`src/rtl/ball_pkg.sv`:
```
// Shared types and default geometry for the ball, paddle and brick blocks.
package ball_pkg;

    localparam int unsigned DEF_COORD_W   = 10;
    localparam int unsigned DEF_SCREEN_W  = 640;
    localparam int unsigned DEF_SCREEN_H  = 480;
    localparam int unsigned DEF_BALL_SIZE = 20;
    localparam int unsigned DEF_PADDLE_Y  = 460;
    localparam int unsigned DEF_PADDLE_W  = 80;
    localparam int unsigned DEF_INIT_X    = 310;
    localparam int unsigned STEP_CNT_W    = 25;

    typedef enum logic [1:0] {
        SERVE = 2'd0,
        RUN   = 2'd1,
        LOST  = 2'd2
    } ball_state_t;

    // DIR_POS is right for x and down for y.
    localparam logic DIR_POS = 1'b1;
    localparam logic DIR_NEG = 1'b0;

endpackage

```
`src/rtl/ball_tick.sv`:
```
// Step-rate divider: fires once every delay_done+1 enabled cycles.
module ball_tick
    import ball_pkg::*;
(
    input  logic                  clk,
    input  logic                  rst,
    input  logic                  en,
    input  logic                  clr,
    input  logic [STEP_CNT_W-1:0] delay_done,
    output logic                  step_c
);

    logic [STEP_CNT_W-1:0] count_q;

    assign step_c = en && (count_q >= delay_done);

    always_ff @(posedge clk) begin
        if (rst) begin
            count_q <= '0;
        end else if (clr) begin
            count_q <= '0;
        end else if (en) begin
            count_q <= step_c ? '0 : count_q + STEP_CNT_W'(1);
        end
    end

endmodule

```
`src/rtl/ball_ctrl.sv`:
```
// Ball motion controller: serve tracking, stepped movement, wall/paddle/brick bounces, loss.
module ball_ctrl
    import ball_pkg::*;
#(
    parameter int unsigned COORD_W   = DEF_COORD_W,
    parameter int unsigned SCREEN_W  = DEF_SCREEN_W,
    parameter int unsigned SCREEN_H  = DEF_SCREEN_H,
    parameter int unsigned BALL_SIZE = DEF_BALL_SIZE,
    parameter int unsigned PADDLE_Y  = DEF_PADDLE_Y,
    parameter int unsigned PADDLE_W  = DEF_PADDLE_W,
    parameter int unsigned INIT_X    = DEF_INIT_X
)
(
    input  logic                  clk,
    input  logic                  rst,
    input  logic [STEP_CNT_W-1:0] delay_done,
    input  logic [COORD_W-1:0]    paddle_x,
    input  logic                  launch,
    input  logic                  brick_hit,
    output logic [COORD_W-1:0]    ball_x,
    output logic [COORD_W-1:0]    ball_y,
    output logic                  moving,
    output logic                  step,
    output logic                  ball_lost
);

    localparam int unsigned        EW      = COORD_W + 1;
    localparam logic [COORD_W-1:0] SERVE_Y = COORD_W'(PADDLE_Y - BALL_SIZE);

    ball_state_t        state_q, state_d;
    logic [COORD_W-1:0] x_d, y_d;
    logic               dx_q, dx_d, dy_q, dy_d;
    logic               pend_q, pend_d;
    logic               step_d;
    logic               tick_en, tick_clr, tick_fire_c;

    // Edge sums carry one extra bit so nothing wraps near the field limits.
    logic [EW-1:0] x_far, y_far, pad_far, serve_x;
    logic          paddle_ov;

    assign x_far     = EW'(ball_x) + EW'(BALL_SIZE);
    assign y_far     = EW'(ball_y) + EW'(BALL_SIZE);
    assign pad_far   = EW'(paddle_x) + EW'(PADDLE_W);
    assign serve_x   = EW'(paddle_x) + EW'(PADDLE_W / 2) - EW'(BALL_SIZE / 2);
    assign paddle_ov = (x_far >= EW'(paddle_x)) && (EW'(ball_x) <= pad_far);

    ball_tick u_tick (
        .clk        (clk),
        .rst        (rst),
        .en         (tick_en),
        .clr        (tick_clr),
        .delay_done (delay_done),
        .step_c     (tick_fire_c)
    );

    // Next-state and move rules.
    always_comb begin
        state_d  = state_q;
        x_d      = ball_x;
        y_d      = ball_y;
        dx_d     = dx_q;
        dy_d     = dy_q;
        pend_d   = pend_q;
        step_d   = 1'b0;
        tick_en  = 1'b0;
        tick_clr = 1'b0;
        case (state_q)
            SERVE: begin
                x_d = COORD_W'(serve_x);
                y_d = SERVE_Y;
                if (launch) begin
                    state_d  = RUN;
                    dx_d     = DIR_POS;
                    dy_d     = DIR_NEG;
                    pend_d   = 1'b0;
                    tick_clr = 1'b1;
                end
            end
            RUN: begin
                tick_en = 1'b1;
                if (brick_hit) pend_d = 1'b1;
                if (tick_fire_c) begin
                    step_d = 1'b1;
                    pend_d = 1'b0;
                    if (dy_q == DIR_POS && y_far >= EW'(SCREEN_H - 1) && !paddle_ov) begin
                        state_d = LOST;
                    end else begin
                        if (dy_q == DIR_POS && y_far == EW'(PADDLE_Y) && paddle_ov)
                            dy_d = DIR_NEG;
                        else if (pend_q || brick_hit)
                            dy_d = ~dy_q;
                        else if (ball_y == '0 && dy_q == DIR_NEG)
                            dy_d = DIR_POS;
                        if (ball_x == '0 && dx_q == DIR_NEG)
                            dx_d = DIR_POS;
                        else if (x_far >= EW'(SCREEN_W - 1) && dx_q == DIR_POS)
                            dx_d = DIR_NEG;
                        x_d = (dx_d == DIR_POS) ? ball_x + COORD_W'(1) : ball_x - COORD_W'(1);
                        y_d = (dy_d == DIR_POS) ? ball_y + COORD_W'(1) : ball_y - COORD_W'(1);
                    end
                end
            end
            LOST: begin
                if (launch) state_d = SERVE;
            end
            default: state_d = SERVE;
        endcase
    end

    always_ff @(posedge clk) begin
        if (rst) begin
            state_q   <= SERVE;
            ball_x    <= COORD_W'(INIT_X);
            ball_y    <= SERVE_Y;
            dx_q      <= DIR_POS;
            dy_q      <= DIR_NEG;
            pend_q    <= 1'b0;
            step      <= 1'b0;
            moving    <= 1'b0;
            ball_lost <= 1'b0;
        end else begin
            state_q   <= state_d;
            ball_x    <= x_d;
            ball_y    <= y_d;
            dx_q      <= dx_d;
            dy_q      <= dy_d;
            pend_q    <= pend_d;
            step      <= step_d;
            moving    <= (state_d == RUN);
            ball_lost <= (state_d == LOST);
        end
    end

endmodule

```
`config.mk`:
```
export PLATFORM = sky130hd
export DESIGN_NAME = ball_ctrl
export DESIGN_NICKNAME = d
export VERILOG_FILES = /design/src/rtl/ball_pkg.sv /design/src/rtl/ball_tick.sv /design/src/rtl/ball_ctrl.sv
export SDC_FILE = /design/constraint.sdc
export NUM_CORES = 1
export LEC_CHECK = 0
export BUFFER_PORTS_ARGS = -buffer_cell sky130_fd_sc_hd__buf_2
export CORE_UTILIZATION = 46
export DETAILED_ROUTE_END_ITERATION = 8
export GPL_TIMING_DRIVEN = 1
export PLACE_DENSITY = 0.66
export SYNTH_ARGS = -nofsm -noshare
export SYNTH_HDL_FRONTEND = slang
export SYNTH_HIERARCHICAL = 1
export SYNTH_SLANG_ARGS = --single-unit
```
`constraint.sdc`:
```
create_clock -name clk -period 10.73 [get_ports clk]
set_clock_uncertainty 0.15 [all_clocks]
set_input_delay 1.073 -clock clk [delete_from_list [all_inputs] [get_ports clk]]
set_output_delay 1.073 -clock clk [all_outputs]
set_load 0.005 [all_outputs]
```
==> impl_results.md <==
- Cell area after technology mapping: 4900 um2
- Number of post-CTS setup repair buffers: 0
- Antenna diode count: 0
- Element type at the critical path start: input pin
- Worst rel slew slack: 37.0%
- Average cell area after synthesis: 7.88 um2
- Layout overhead on the synthesized area: 9.74%
- Hold Worst Slack: 389 ps
- Largest stage delay on the critical path: 450 ps
- Number of nets in the layout: 782
- Y dimension of the die: 105 um
- TritonCTS clock tree: done
- CTS Root Cell: clkbuf_8
- Top cells by area, synth: dfxtp_1 (22%), ha_1 (18%), xnor2_1 (5.2%)
- Layout Utilization: 52.0%
- Parity-gate share of the synthesized area counting xor and xnor cells: 8.23%
- Placed Instance Area: 5290 um2
- Final Setup Violations: 0
- Power density relative to cell area: 104 nW/um2
- Worst slack after detailed placement: 5180 ps
- Remaining Overflow, GRT: 0
- Min cycle time layout: 5250 ps
- Top Ports: 62
- Antenna-violating nets left: 0
- Drt drc: 0
- Num CTS Buffers: 5
- Seq/Total Area, Yosys: 21.7%
- Static Leak: 2.39 nW
- Wire length of the first global-routing pass: 20,500 um
- Status: complete, no violations
- Via count of the first global-routing pass: 4,339
- Clock Latency Late Sink: 310 ps
- Die footprint: 11,100 um2
- Initial Utilization: 47.4%
- Arrival time at the worst endpoint: 5360 ps
- Data required time at the worst endpoint: 10,840 ps
- Final count of pins violating max slew: 0
- Unique cell type count in the Yosys netlist: 77
- Synth Flop Type: dfxtp_1
- GPL Wtd Cong: 0.912
- Final standard cell count with taps included and fillers excluded: 809
- Highest attainable clock frequency: 190 MHz
- Maximum VDD drop: 0.0000641 V
- Post-Synth Simple-Gate Area: 24.6%
- Proportion of synthesized flip-flops having asynchronous set or reset: 0%
- CTS Hold Buffers Added: 0
- Global router's overall resource usage: 22.5%
- Share of the clock period used by the worst path after layout: 49.0%
- Capturing element type of the critical path: register
- Initial antenna violation count: 0
- Layout cells sized above 1: 13.4%
- Maximum clock insertion buffer count: 2
- Syn Nets: 731
- Area fraction in compound gates after synthesis: 20.4%
- Final count of hold timing violations: 0
- Count of port buffers added during placement: 61
- Placeable core area: 10,300 um2
- Tightest Hold Check Type: reg -> reg
- Placed wire-length estimate: 9430 um
- Internal reg-to-reg setup slack: 5780 ps
- Post-synthesis mux area share: 0.409%
- Number of enable flip-flop cells after synthesis: 0
- Ys Warns: 6
- Maximum fanout along the worst path: 8
- Post-CTS clock slew at the launch and capture registers of the worst setup and hold paths: 100 ps
- Starting DRC count in detailed routing: 233
- Master of the slowest instance on the critical path: a2111oi_0
- Number of placed instances, taps included: 801
- Synthesized-area fraction occupied by adder cells: 18.5%
- Total length of routed wires: 12,300 um
- Count of max-cap constraint violations: 0
- Number of standard-cell rows in the floorplan: 37
- Worst path cell trace: buf_2 > ha_1 > xor2_1 > ha_1 > a21o_1 > a21o_1 > a221o_1 > a32oi_1 > nand2_1 > inv_1 > ha_1 > a21o_1 > a211oi_1 > o21ai_0 > a41o_1 > nand3b_1 > a2111oi_0 > a211o_1
- Synth Instances: 621
- Dominant combinational cell family by area after synthesis: simple AND/OR/NAND/NOR gates
- Pin count of the biggest net entering global routing: 26
- Worst-case setup margin in the final layout: 5480 ps
- Gates resized, CTS repair: 0
- Via-to-Cell Ratio: 5.65
- Sum of negative setup slack: 0 ps
- Number of vias after detailed routing: 4,574
- Share of Yosys cell area claimed by the top area cell type: 21.7%
- Total power after layout: 557 uW
- Max H-tree Level: 2
- Post-Layout Inst Area: 5370 um2
- RSZ-0062 raised after global routing: false
- Chip width: 105 um
- #FFs+latches synth: 53
- Least-Margin Pin Slew: 943 ps
- Cell type with the highest aggregate area in the netlist: dfxtp_1
- Type of the worst setup path: in -> reg
- Routed length per instance: 15.3 um
- Clk sinks: 53
- Count of TritonRoute iterations in the first routing pass: 5
==> flip-flops by register name (all words and copies together), names as in the netlist <==
| register | count |
|---|---|
| dx_q | 1 |
| moving | 1 |
| dy_q | 1 |
| ball_x | 10 |
| state_q | 2 |
| step | 1 |
| ball_y | 10 |
| u_tick/count_q | 25 |
| pend_q | 1 |
| ball_lost | 1 |
==> cells in the mapped netlist (3+ instances only) <==
cell type,number
buf_2,5
dfxtp_1,53
nand2_1,48
ha_1,69
a21o_1,4
xnor2_1,29
inv_1,59
or2_2,3
o22ai_1,4
a21boi_0,3
and4bb_1,3
nand3_1,19
a2111oi_0,3
o21ai_1,3
and3_1,5
nand4_1,13
nand4b_1,3
nand3b_1,3
nor3b_1,3
a21oi_1,42
and2_1,4
o21ai_0,29
nor3_2,6
o21a_1,3
nor2b_1,8
xor2_1,17
a211oi_1,9
nor2_1,57
nor3_1,31
clkbuf_1,10
a31oi_1,4
o41ai_1,3
nor4_1,3
o211ai_1,7
==> layer usage <==
layer / wire length, um / track usage [%] / share of wire (%) / up-vias
met2: 5670 / 37.8 / 46 / 120
met4: 88 / 4.83 / 0.71 / 0
met1: 6130 / 31.2 / 50 / 2113
li1: - / - / - / 2333
met3: 463 / 2.00 / 3.8 / 8
met5: 0 / 0 / 0 / -
==> final timing paths <==
check,endpoint,depth (start not counted),startpoint
min reg2reg,u_tick/count_q[0],2,u_tick/count_q[0]
max,ball_y[9],18,paddle_x[5]
max reg2reg,ball_y[9],18,ball_x[3]
min,u_tick/count_q[0],2,u_tick/count_q[0]
==> kinds of logic after synthesis <==
family,after synthesis
adder cells (fa/ha/maj),71
multiplexers,2
XOR/XNOR,46
buffers and inverters,77
AO/OA/AOI/OAI,145
AND/OR/NAND/NOR,227
flip-flops,53
==> report_power, final <==
part | switching [mW] | internal (mW) | total (mW) | leakage (nW)
Combinational | 0.127 | 0.0969 | 0.224 | 1.92
Sequential | 0.0180 | 0.203 | 0.221 | 0.431
Clock | 0.0647 | 0.0467 | 0.111 | 0.0395
Total | 0.210 | 0.347 | 0.557 | 2.39
==> area by class of cell <==
type	count	area [um2]
clock buffer	8	80.1
sequential	53	1060
fill	999	4950
tap	136	170
inverter	59	221
multi-input combinational	491	3530
timing repair buffer	62	313
==> layout by cell type (no fill, tap or decap), drive strengths merged, types with 3 or more instances in the layout <==
| cell | synthesis | final |
|---|---|---|
| xor2 | 17 | 17 |
| inv | 59 | 59 |
| nand3b | 3 | 3 |
| nor3b | 3 | 3 |
| dfxtp | 53 | 53 |
| a211oi | 9 | 9 |
| a21o | 4 | 4 |
| nand2 | 48 | 48 |
| nor2 | 57 | 57 |
| nand4 | 14 | 14 |
| and2 | 5 | 5 |
| nor2b | 8 | 8 |
| a2111oi | 3 | 3 |
| a31oi | 4 | 4 |
| buf | 7 | 62 |
| o211ai | 8 | 8 |
| and3 | 5 | 5 |
| a21oi | 44 | 44 |
| nand3 | 19 | 19 |
| o21ai | 32 | 32 |
| a21boi | 3 | 3 |
| nor3 | 37 | 37 |
| ha | 69 | 69 |
| and4bb | 3 | 3 |
| nor4 | 4 | 4 |
| o41ai | 3 | 3 |
| o22ai | 4 | 4 |
| xnor2 | 29 | 29 |
| or2 | 4 | 4 |
| nand4b | 3 | 3 |
| clkbuf | 11 | 8 |
| o21a | 4 | 4 |
==> worst max-delay path, delay by kind of cell <==
| kind | cells | cell delay [ps] |
|---|---|---|
| simple gates | 2 | 340 |
| buf+inv | 2 | 430 |
| fa+ha+maj | 3 | 820 |
| xor+xnor | 1 | 150 |
| compound gates | 10 | 2550 |
Power figures use the tool's default switching activity.
